==> src/rtl/rename_map.sv <==
// rename_map -- register rename map table for an N-wide rename stage.
//
// Every cycle up to N instructions are renamed together. Each lane that writes
// a non-zero architectural register takes one physical tag from the freelist.
// Lanes are accepted as an in-order prefix and stop at the first valid lane
// that cannot get a tag. Sources and stale tags are read from the speculative
// map. A source or stale tag is overridden by the new tag of the youngest
// accepted lower lane that writes the same architectural register.
// Architectural register 0 is never remapped.
//
// Optional feature macro: RENAME_RECOVER_EN
//   When defined, the block also keeps a committed map table. Retire writes go
//   into it. A flush copies it, together with that cycle's retire writes, into
//   the speculative table.
//
// Ports
//   clock, reset_n          rising-edge clock, asynchronous active-low reset
//   flush, ret_en,          (RENAME_RECOVER_EN only) recovery request and
//   ret_arch, ret_tag       retire-lane writes to the committed table
//   rn_valid, rn_dest_wr    per-lane instruction valid / writes a destination
//   rn_dest, rn_src1/2      per-lane architectural register indices
//   rn_stall                downstream full: rename nothing this cycle
//   free_reg, _valid        compacted freelist tags and their grant mask
//   dispatch_en             compacted tag request to the freelist
//   rn_accept               per-lane renamed-this-cycle flag
//   src1/src2/dest/stale_tag  per-lane renamed tags, all zero when not accepted

`ifndef N
`define N 2
`endif
`ifndef PHYS_REG_SZ_R10K
`define PHYS_REG_SZ_R10K 64
`endif

module rename_map #(
    parameter int N          = `N,
    parameter int ARCH_COUNT = 32,
    parameter int PR_COUNT   = `PHYS_REG_SZ_R10K,
    localparam int AW        = $clog2(ARCH_COUNT),
    localparam int TW        = $clog2(PR_COUNT)
) (
    input  logic                  clock,
    input  logic                  reset_n,
`ifdef RENAME_RECOVER_EN
    input  logic                  flush,
    input  logic [N-1:0]          ret_en,
    input  logic [N-1:0][AW-1:0]  ret_arch,
    input  logic [N-1:0][TW-1:0]  ret_tag,
`endif
    input  logic [N-1:0]          rn_valid,
    input  logic [N-1:0]          rn_dest_wr,
    input  logic [N-1:0][AW-1:0]  rn_dest,
    input  logic [N-1:0][AW-1:0]  rn_src1,
    input  logic [N-1:0][AW-1:0]  rn_src2,
    input  logic                  rn_stall,
    input  logic [N-1:0][TW-1:0]  free_reg,
    input  logic [N-1:0]          free_reg_valid,
    output logic [N-1:0]          dispatch_en,
    output logic [N-1:0]          rn_accept,
    output logic [N-1:0][TW-1:0]  src1_tag,
    output logic [N-1:0][TW-1:0]  src2_tag,
    output logic [N-1:0][TW-1:0]  dest_tag,
    output logic [N-1:0][TW-1:0]  stale_tag
);

    localparam int KW = (N > 1) ? $clog2(N) : 1;

    logic [TW-1:0] spec_q [ARCH_COUNT];
    logic [TW-1:0] spec_d [ARCH_COUNT];

    logic          flush_w;
    logic [N-1:0]  need_tag;   // lane consumes a freelist tag
    logic [N-1:0]  acc;
    logic [KW-1:0] kidx [N];   // position of the lane among requesting lanes
    int            nreq;

`ifdef RENAME_RECOVER_EN
    logic [TW-1:0] commit_q [ARCH_COUNT];
    logic [TW-1:0] commit_d [ARCH_COUNT];
    assign flush_w = flush;
`else
    assign flush_w = 1'b0;
`endif

    // Lane control. Requests count every eligible lane, whether or not it is
    // accepted. Acceptance stops at the first valid lane that fails. Invalid
    // lanes below a lane do not block it.
    always_comb begin
        logic active;
        logic ok;
        logic grant;
        active   = reset_n && !rn_stall && !flush_w;
        ok       = 1'b1;
        nreq     = 0;
        need_tag = '0;
        acc      = '0;
        for (int i = 0; i < N; i++) begin
            kidx[i]     = KW'(nreq);
            need_tag[i] = active && rn_valid[i] && rn_dest_wr[i] && (rn_dest[i] != '0);
            grant       = need_tag[i] ? free_reg_valid[kidx[i]] : 1'b1;
            acc[i]      = active && rn_valid[i] && ok && grant;
            if (rn_valid[i] && !acc[i])
                ok = 1'b0;
            if (need_tag[i])
                nreq = nreq + 1;
        end
        for (int k = 0; k < N; k++)
            dispatch_en[k] = (k < nreq);
    end

    assign rn_accept = acc;

    // Tag outputs with intra-group forwarding. The lanes are scanned in
    // ascending order, so the youngest lower writer has the last word.
    always_comb begin
        logic [TW-1:0] s1;
        logic [TW-1:0] s2;
        logic [TW-1:0] st;
        for (int i = 0; i < N; i++)
            dest_tag[i] = (acc[i] && need_tag[i]) ? free_reg[kidx[i]] : '0;
        for (int i = 0; i < N; i++) begin
            s1 = spec_q[rn_src1[i]];
            s2 = spec_q[rn_src2[i]];
            st = spec_q[rn_dest[i]];
            for (int j = 0; j < i; j++) begin
                if (acc[j] && need_tag[j]) begin
                    if (rn_dest[j] == rn_src1[i]) s1 = dest_tag[j];
                    if (rn_dest[j] == rn_src2[i]) s2 = dest_tag[j];
                    if (rn_dest[j] == rn_dest[i]) st = dest_tag[j];
                end
            end
            src1_tag[i]  = (acc[i] && rn_src1[i] != '0) ? s1 : '0;
            src2_tag[i]  = (acc[i] && rn_src2[i] != '0) ? s2 : '0;
            // A stale tag only has a meaning for lanes that take a new mapping.
            stale_tag[i] = (acc[i] && need_tag[i]) ? st : '0;
        end
    end

    // Next-state tables. The writes are applied in lane order, so the
    // highest-indexed write to an entry wins.
    always_comb begin
`ifdef RENAME_RECOVER_EN
        commit_d = commit_q;
        for (int r = 0; r < N; r++)
            if (ret_en[r] && ret_arch[r] != '0)
                commit_d[ret_arch[r]] = ret_tag[r];
`endif
        spec_d = spec_q;
        for (int i = 0; i < N; i++)
            if (acc[i] && need_tag[i])
                spec_d[rn_dest[i]] = dest_tag[i];
`ifdef RENAME_RECOVER_EN
        if (flush_w)
            spec_d = commit_d;
`endif
    end

    always_ff @(posedge clock or negedge reset_n) begin
        if (!reset_n) begin
            for (int a = 0; a < ARCH_COUNT; a++)
                spec_q[a] <= TW'(a);
        end else begin
            spec_q <= spec_d;
        end
    end

`ifdef RENAME_RECOVER_EN
    always_ff @(posedge clock or negedge reset_n) begin
        if (!reset_n) begin
            for (int a = 0; a < ARCH_COUNT; a++)
                commit_q[a] <= TW'(a);
        end else begin
            commit_q <= commit_d;
        end
    end
`endif

endmodule

==> config.mk <==
export PLATFORM = sky130hd
export DESIGN_NAME = rename_map
export DESIGN_NICKNAME = d
export VERILOG_FILES = /design/src/rtl/rename_map.sv
export SDC_FILE = /design/constraint.sdc
export NUM_CORES = 1
export LEC_CHECK = 0
export CORE_UTILIZATION = 40
export CTS_CLUSTER_DIAMETER = 40
export DETAILED_ROUTE_END_ITERATION = 7
export HOLD_SLACK_MARGIN = 0.03
export MAX_ROUTING_LAYER = met4
export SYNTH_ARGS = -nofsm -noshare
export SYNTH_HDL_FRONTEND = slang
export SYNTH_SLANG_ARGS = --single-unit
==> constraint.sdc <==
create_clock -name clock -period 11.8 [get_ports clock]
set_clock_uncertainty 0.05 [all_clocks]
set_input_delay 3.54 -clock clock [delete_from_list [all_inputs] [get_ports clock]]
set_output_delay 3.54 -clock clock [all_outputs]
set_load 0.005 [all_outputs]
[Word-level counts from Yosys, hierarchy flattened]
Cells that the tools add are included.
Storage, ports and cells
  word-level logic and storage cells: 129
  output and inout port bits: 52
  register bits after elaboration: 192
  input port bits: 51
Operators by class
  mux-type cells: 49
  bitwise logic cells: 6
  order comparisons: 11
  add/sub/neg operators: 1
  reductions and logical operators: 27
  equal/unequal tests: 3
Operator list (count)
  192-bit bitwise mux: 2
  192-bit 2-to-1 mux: 2
  6-bit binary-select mux with 5-bit select: 6
  6-bit 2-to-1 mux: 30
  6-bit demux with 5-bit select: 2
  6-bit >= comparator, second input constant: 6
  5-bit NOT with 6-bit output: 6
  1-bit by 32-bit less-than comparator with 1-bit output, first input constant: 1
  2-bit by 32-bit less-than comparator with 1-bit output, first input constant: 1
  5-bit nonzero test: 6
  1-bit logical AND: 19
  5-bit == test: 3
  6-bit by 1-bit less-than comparator with 1-bit output, second input constant: 2
  1-bit 2-to-1 mux: 6
  1-bit by 1-bit adder with 2-bit output, second input constant: 1
  1-bit zero test: 2
  1-bit by 2-bit less-than comparator with 1-bit output, second input constant: 1
  2-bit 2-to-1 mux: 1

[Logic depth before layout (Yosys ltp)]
Gate-level depths: netlist (run 1).
  depth after elaboration: 16
  gate-level depth with buffers: 10

[Worst setup path after synthesis (run 1)]
No wires, ideal clock.
  kind: input port to output port
  start point: in rn_dest[9] (netlist bit)
  end point: out src1_tag[9] (netlist bit)
  data required time: 8210 ps
  stages: 9
  path buffers: 3
  arrival: 5620 ps
  path slack: 2590 ps
  cells stage by stage: buf_2 or3_1 buf_6 o311ai_4 a21oi_2 or2_1 buf_2 or4_1 o21ai_1
RTL lines
  start: declaration: line 52  | input logic [N-1:0][AW-1:0] rn_dest,
  end: declaration: line 60  | output logic [N-1:0][TW-1:0] src1_tag,

==> tab_implementation.tex, run 1 <==
\begin{tabular}{lr}
\hline
Metric & Value \\
\hline
\multicolumn{2}{l}{\textbf{Logic synthesis}} \\
Count of cell types in the netlist & 59 \\
Post-synthesis net count & 1561 \\
Dominant register cell in the synthesized netlist & dfrtp\_1 \\
Number of warning messages in the yosys log & 0 \\
Synthesized netlist cell count & 1510 \\
Async set-or-reset flop fraction in the synthesized netlist & 100\% \\
Total of flip-flops plus latches after synthesis & 192 \\
Sequential area share after synthesis & 25.5\% \\
Post-Synthesis Mean Instance Area & 12.7 sq um \\
Netlist area before placement & 19200 sq um \\
Count of flip-flops with a built-in enable after synthesis & 0 \\
\multicolumn{2}{l}{\textbf{Hold path}} \\
Endpoint with the worst hold slack & spec\_q[190] \\
Hold wc startpoint & spec\_q[190] \\
Min-Delay Path Depth & 0 \\
Worst min-delay path category & flop to flop \\
\multicolumn{2}{l}{\textbf{Cells and area}} \\
Largest register FFs & 192 \\
Layout-stage area growth over the synthesis result & 10.1\% \\
Layout cell share with drive strength beyond 1 & 34.3\% \\
Top reg by flops & spec\_q \\
Fin nets & 1549 \\
Top Registers & spec\_q x192 \\
Most common cell after layout, fill and taps aside & mux2i\_1 \\
Final cell utilization of the core & 45.0\% \\
Most used cells in the layout excluding fill and tap cells & 445 x mux2i\_1, 293 x mux4\_2, 112 x dfrtp\_1 \\
\multicolumn{2}{l}{\textbf{Routing}} \\
Drt pass-1 iters & 8 \\
Number of nets still failing antenna checks after routing & 0 \\
Via count & 16000 \\
Post-detailed-route DRC marker count & 0 \\
Drt initial violations & 2757 \\
Wirelength, routed & 81200 microns \\
Post-detailed-route wirelength per cell & 38.3 microns \\
Detailed-route vias per instance & 7.54 \\
\multicolumn{2}{l}{\textbf{Clock network}} \\
CTS tree & yes \\
Clock tree root driver cell & clkbuf\_16 \\
Clock-pin slew reported for the worst setup and hold paths after clock tree synthesis & 0.08 ns \\
\# clock sinks & 192 \\
Clock latency of the later-clocked register in the worst-skew pair & 0.48 ns \\
CTS Buf Count & 17 \\
Post-cts resize count & 0 \\
Post-CTS Setup Repair Bufs & 0 \\
Hold\_buf cts & 0 \\
Maximum clock path buffer count & 2 \\
Maximum level of the CTS H-tree & 4 \\
\multicolumn{2}{l}{\textbf{Power and ir drop}} \\
Worst vdd rail ir drop & 0.103 mV \\
Pwr dens & 80.3 nW/um\^{}2 \\
Leakage power & 7.22 nW \\
\multicolumn{2}{l}{\textbf{Critical path}} \\
Minimum setup slack among reg-to-reg paths & 10.70 ns \\
Crit Path Max Fanout & 13 \\
Worst Path Required & 8.21 ns \\
Reg-to-reg critical path startpoint & spec\_q[88] \\
R2R depth & 2 \\
Kind of launch point of the worst setup path & input pin \\
Type of the setup path with the least slack & input pin to output port \\
Critical Path AT & 7.32 ns \\
Endpoint kind of the worst setup timing path & output port \\
Reg-to-Reg End & spec\_q[88] \\
\multicolumn{2}{l}{\textbf{Global route}} \\
Overflow after GRT & 0 \\
Vias in the first global route & 15400 \\
Wire length of the first global-routing pass & 117000 microns \\
Overall Global Routing Usage & 34.3\% \\
Initial antenna violation count & 2 \\
Pin count of the biggest net entering global routing & 62 \\
\multicolumn{2}{l}{\textbf{Timing}} \\
Final hold viol count & 0 \\
Top achievable clock speed & 91.7 MHz \\
Max-slew headroom at the worst pin & 21.1\% \\
Total negative setup slack & 0 ns \\
Actual slew at the worst max-slew pin & 1.18 ns \\
Final setup violation count & 0 \\
Shortest clock period the worst path allows after layout & 10.91 ns \\
Number of pins exceeding their max-slew limit in the final report & 0 \\
Setup repair after global routing missed its margin & no \\
Final critical-path share of the clock period & 92.5\% \\
\multicolumn{2}{l}{\textbf{Floorplan}} \\
Number of standard-cell rows in the floorplan & 79 \\
Die outline area & 48900 sq um \\
DIE WIDTH & 221 microns \\
I/O pin count & 103 \\
Total core area & 47000 sq um \\
Die outline height & 221 microns \\
Initial core utilization & 40.9\% \\
\multicolumn{2}{l}{\textbf{Outcome}} \\
Outcome & finished, final reports clean \\
\multicolumn{2}{l}{\textbf{Job}} \\
Max-cap violations & 0 \\
\multicolumn{2}{l}{\textbf{Placement}} \\
Gpl congestion & 1.08 \\
HPWL after DPL & 56200 microns \\
Port Buf Inserts & 102 \\
\hline
\end{tabular}
## critical path, cell delays in order
cell and delay (ns):
clkdlybuf4s50_1 0.71, nor3_1 0.44, nand2_1 0.18, a31oi_1 0.86, nand2_1 0.41, a211oi_1 0.55
clkdlybuf4s50_1 0.61
## power breakdown
| group | internal, mW | leakage (nW) | switching, mW |
|---|---|---|---|
| Sequential | 0.685 | 2.38 | 0.0481 |
| Combinational | 0.154 | 4.56 | 0.234 |
| Clock | 0.290 | 0.279 | 0.288 |
| Total | 1.13 | 7.22 | 0.570 |
## cell usage after synthesis, types with 15 or more instances
master	n	area share, %
dfstp_2	80	11
o22ai_1	46	1.5
nor4_1	19	0.62
mux4_2	293	34
mux2i_1	451	24
nor2_4	15	0.88
nor3_1	25	0.65
nand2_1	34	0.66
dfrtp_1	112	15
nor2_1	64	1.3
clkbuf_1	100	2.0
o21ai_0	25	0.65
buf_1	30	0.59
nor2_2	16	0.52
buf_2	33	0.86
## kinds of logic after synthesis
logic type / synth area share (%)
mux: 58.3
simple gates: 6.72
flops: 25.5
buf+inv: 3.81
compound gates: 4.93
xor+xnor: 0.684
## layout make-up
| class | count | area (sq um) |
|---|---|---|
| Antenna cell | 2 | 5.00 |
| Tap cell | 607 | 759 |
| Fill cell | 4243 | 25800 |
| Multi-Input combinational cell | 1140 | 13700 |
| Timing Repair Buffer | 136 | 1210 |
| Sequential cell | 192 | 4900 |
| Clock inverter | 12 | 96.3 |
| Inverter | 11 | 41.3 |
| Clock buffer | 20 | 467 |
## worst max path at each step
| stage | startpoint | endpoint | slack [ns] | depth (start not counted) |
|---|---|---|---|---|
| after floorplan | rn_dest[9] | src1_tag[9] | 2.59 | 9 |
| after global placement | rn_dest[2] | src1_tag[9] | 1.07 | 9 |
| final | rn_dest[4] | src2_tag[2] | 0.89 | 7 |
| after CTS | rn_dest[4] | src1_tag[9] | 1.03 | 9 |
| after detailed placement | rn_dest[4] | src1_tag[9] | 1.04 | 9 |
| after global routing | rn_dest[2] | src1_tag[9] | 0.70 | 7 |
## metrics by stage
stage	instances	power, mW	hold WS [ns]	cell area, sq um	worst slack (ns)
after CTS	2118	1.69	0.435	21100	1.03
after global routing	2120	1.74	0.471	21100	0.698
after floorplan	1510	0.960	0.454	19200	2.59
after global placement	2086	1.11	0.407	20600	1.07
after detailed placement	2086	1.12	0.418	20600	1.04
final	2120	1.70	0.445	21100	0.890
## routing by layer
layer / global-route usage, % / part of all wire (%)
met2: 48.1 / 43
met5: - / 0
met1: 44.4 / 37
met4: 18.9 / 6.3
met3: 9.95 / 13
(Power assumes the default switching activity.)
==> run 2: changes to the inputs <==
--- a/config.mk
+++ b/config.mk
@@ -6,6 +6,7 @@
 export NUM_CORES = 1
 export LEC_CHECK = 0
 export CORE_UTILIZATION = 40
+export CTS_BUF_LIST = sky130_fd_sc_hd__clkbuf_4
 export CTS_CLUSTER_DIAMETER = 40
 export DETAILED_ROUTE_END_ITERATION = 7
 export HOLD_SLACK_MARGIN = 0.03
==> tab_implementation.tex, run 2 (synthesis gave the netlist of run 1 again) <==
\begin{tabular}{lr}
\hline
Metric & Value \\
\hline
\multicolumn{2}{l}{\textbf{Outcome}} \\
Outcome & finished, final reports clean (unchanged) \\
\multicolumn{2}{l}{\textbf{Placement}} \\
Port Buf Inserts & 102 (unchanged) \\
Pre-CTS WS & 1.04 ns (unchanged) \\
Gpl congestion & 1.08 (unchanged) \\
Count of placed standard cells including taps & 2086 (unchanged) \\
HPWL after DPL & 56200 microns (unchanged) \\
\multicolumn{2}{l}{\textbf{Floorplan}} \\
Number of standard-cell rows in the floorplan & 79 (unchanged) \\
Die outline area & 48900 sq um (unchanged) \\
Total core area & 47000 sq um (unchanged) \\
Initial core utilization & 40.9\% (unchanged) \\
Die outline height & 221 microns (unchanged) \\
I/O pin count & 103 (unchanged) \\
DIE WIDTH & 221 microns (unchanged) \\
\multicolumn{2}{l}{\textbf{Routing}} \\
Post-detailed-route wirelength per cell & 38.0 microns (was 38.3 microns) \\
Drt pass-1 iters & 7 (was 8) \\
Post-detailed-route DRC marker count & 0 (unchanged) \\
Via count & 16000 (about the same) \\
Drt initial violations & 2760 (was 2757) \\
Detailed-route vias per instance & 7.52 (was 7.54) \\
Number of nets still failing antenna checks after routing & 0 (unchanged) \\
Wirelength, routed & 81000 microns (was 81200 microns) \\
\multicolumn{2}{l}{\textbf{Clock network}} \\
Maximum clock path buffer count & 2 (unchanged) \\
Post-cts resize count & 0 (unchanged) \\
Hold\_buf cts & 0 (unchanged) \\
Post-CTS Setup Repair Bufs & 0 (unchanged) \\
CTS Buf Count & 17 (unchanged) \\
CTS tree & yes (unchanged) \\
Clock-pin slew reported for the worst setup and hold paths after clock tree synthesis & 0.16 ns (was 0.08 ns) \\
Clock latency of the later-clocked register in the worst-skew pair & 0.75 ns (was 0.48 ns) \\
Clock tree root driver cell & clkbuf\_4 (was clkbuf\_16) \\
Maximum level of the CTS H-tree & 4 (unchanged) \\
\# clock sinks & 192 (unchanged) \\
\multicolumn{2}{l}{\textbf{Global route}} \\
Pin count of the biggest net entering global routing & 62 (unchanged) \\
Overflow after GRT & 0 (unchanged) \\
Wire length of the first global-routing pass & 117000 microns (about the same) \\
Overall Global Routing Usage & 34.2\% (was 34.3\%) \\
Vias in the first global route & 15400 (about the same) \\
Initial antenna violation count & 6 (was 2) \\
\multicolumn{2}{l}{\textbf{Timing}} \\
Top achievable clock speed & 91.8 MHz (was 91.7 MHz) \\
Worst-case setup margin in the final layout & 0.912 ns (was 0.890 ns) \\
Final critical-path share of the clock period & 92.3\% (was 92.5\%) \\
Number of pins exceeding their max-slew limit in the final report & 0 (unchanged) \\
Total negative setup slack & 0 ns (unchanged) \\
Final setup violation count & 0 (unchanged) \\
Shortest clock period the worst path allows after layout & 10.89 ns (was 10.91 ns) \\
Actual slew at the worst max-slew pin & 1.19 ns (was 1.18 ns) \\
Final hold viol count & 0 (unchanged) \\
Max-slew headroom at the worst pin & 20.6\% (was 21.1\%) \\
Setup repair after global routing missed its margin & no (unchanged) \\
\multicolumn{2}{l}{\textbf{Power and ir drop}} \\
Pwr dens & 70.4 nW/um\^{}2 (was 80.3 nW/um\^{}2) \\
Worst vdd rail ir drop & 0.0656 mV (was 0.103 mV) \\
Leakage power & 7.08 nW (was 7.22 nW) \\
\multicolumn{2}{l}{\textbf{Cells and area}} \\
Top reg by flops & spec\_q (unchanged) \\
Final cell count without fillers & 2129 (was 2120) \\
Most common cell after layout, fill and taps aside & mux2i\_1 (unchanged) \\
Layout-stage area growth over the synthesis result & 8.50\% (was 10.1\%) \\
Final cell utilization of the core & 44.4\% (was 45.0\%) \\
Total area of multi-input combinational cells & 13700 sq um (unchanged) \\
Total area of sequential cells & 4900 sq um (unchanged) \\
Top Registers & spec\_q x192 (unchanged) \\
Layout cell share with drive strength beyond 1 & 34.1\% (was 34.3\%) \\
Largest register FFs & 192 (unchanged) \\
Final-layout fill cell count & 4277 (was 4243) \\
Most used cells in the layout excluding fill and tap cells & 445 x mux2i\_1, 293 x mux4\_2, 112 x dfrtp\_1 (unchanged) \\
Fin nets & 1549 (unchanged) \\
\multicolumn{2}{l}{\textbf{Critical path}} \\
Type of the setup path with the least slack & input pin to output port (unchanged) \\
Crit Path Max Fanout & 14 (was 13) \\
Worst Path Required & 8.21 ns (about the same) \\
Critical Path AT & 7.30 ns (was 7.32 ns) \\
Endpoint kind of the worst setup timing path & output port (unchanged) \\
Kind of launch point of the worst setup path & input pin (unchanged) \\
\multicolumn{2}{l}{\textbf{Job}} \\
Max-cap violations & 0 (unchanged) \\
\multicolumn{2}{l}{\textbf{Hold path}} \\
Worst min-delay path category & flop to flop (unchanged) \\
\hline
\end{tabular}
==> run 2: power by group <==
| part | switching, mW | internal [mW] |
|---|---|---|
| clock | 0.261 | 0.0853 |
| sequential | 0.0480 | 0.686 |
| combinational | 0.234 | 0.154 |
==> run 2: cell type report <==
cell class,count,area share [%]
diodes,11,0.132
flip-flops and latches,192,23.5
repair buffers,136,5.82
multi-input cells,1140,65.5
clock buffers,17,0.612
inverters,11,0.198
well taps,607,3.64
clock inverters,15,0.516
==> run 2: worst max-delay path, cell delays in order <==
cell and delay, ns:
clkdlybuf4s50_1 0.71, nor3_1 0.43, nand2_1 0.17, a31oi_1 0.86, nand2_1 0.42, a211oi_1 0.55, clkdlybuf4s50_1 0.61
==> run 2: per-layer routing <==
layer | global-route usage [%] | vias up | wire length [microns]
met5 | - | - | 0
met4 | 16.4 | 0 | 4690
met3 | 10.5 | 235 | 11100
met2 | 49.0 | 1445 | 35300
met1 | 44.0 | 8197 | 29800
li1 | - | 6127 | -
==> run 2: stage by stage <==
step,instance area [sq um],total power [mW],hold slack (ns)
after floorplan,19200,0.960,0.454
after global placement,20600,1.11,0.407
after detailed placement,20600,1.12,0.418
after CTS,20800,1.46,0.454
after global routing,20800,1.51,0.484
final,20800,1.47,0.464
==> run 2: worst paths after layout <==
| kind | startpoint | slack (ns) | cells past startpoint | to |
|---|---|---|---|---|
| worst max-delay path | rn_dest[2] | 0.91 | 7 | src2_tag[2] |
| worst min-delay path | spec_q[191] | 0.46 | 0 | spec_q[191] |
| worst max register to register | spec_q[88] | 10.69 | 2 | spec_q[88] |
| worst min register to register | spec_q[191] | 0.46 | 0 | spec_q[191] |
| max in group asynchronous | reset_n | 7.37 | 3 | spec_q[41] |
| min in group asynchronous | reset_n | 2.60 | 1 | spec_q[188] |
==> run 3: changes to the inputs <==
--- a/config.mk
+++ b/config.mk
@@ -11,6 +11,7 @@
 export DETAILED_ROUTE_END_ITERATION = 7
 export HOLD_SLACK_MARGIN = 0.03
 export MAX_ROUTING_LAYER = met4
+export SKIP_LAST_GASP = 1
 export SYNTH_ARGS = -nofsm -noshare
 export SYNTH_HDL_FRONTEND = slang
 export SYNTH_SLANG_ARGS = --single-unit
==> results of run 3 <==
The final DEF is identical to that of run 2; final timing and power are the same.
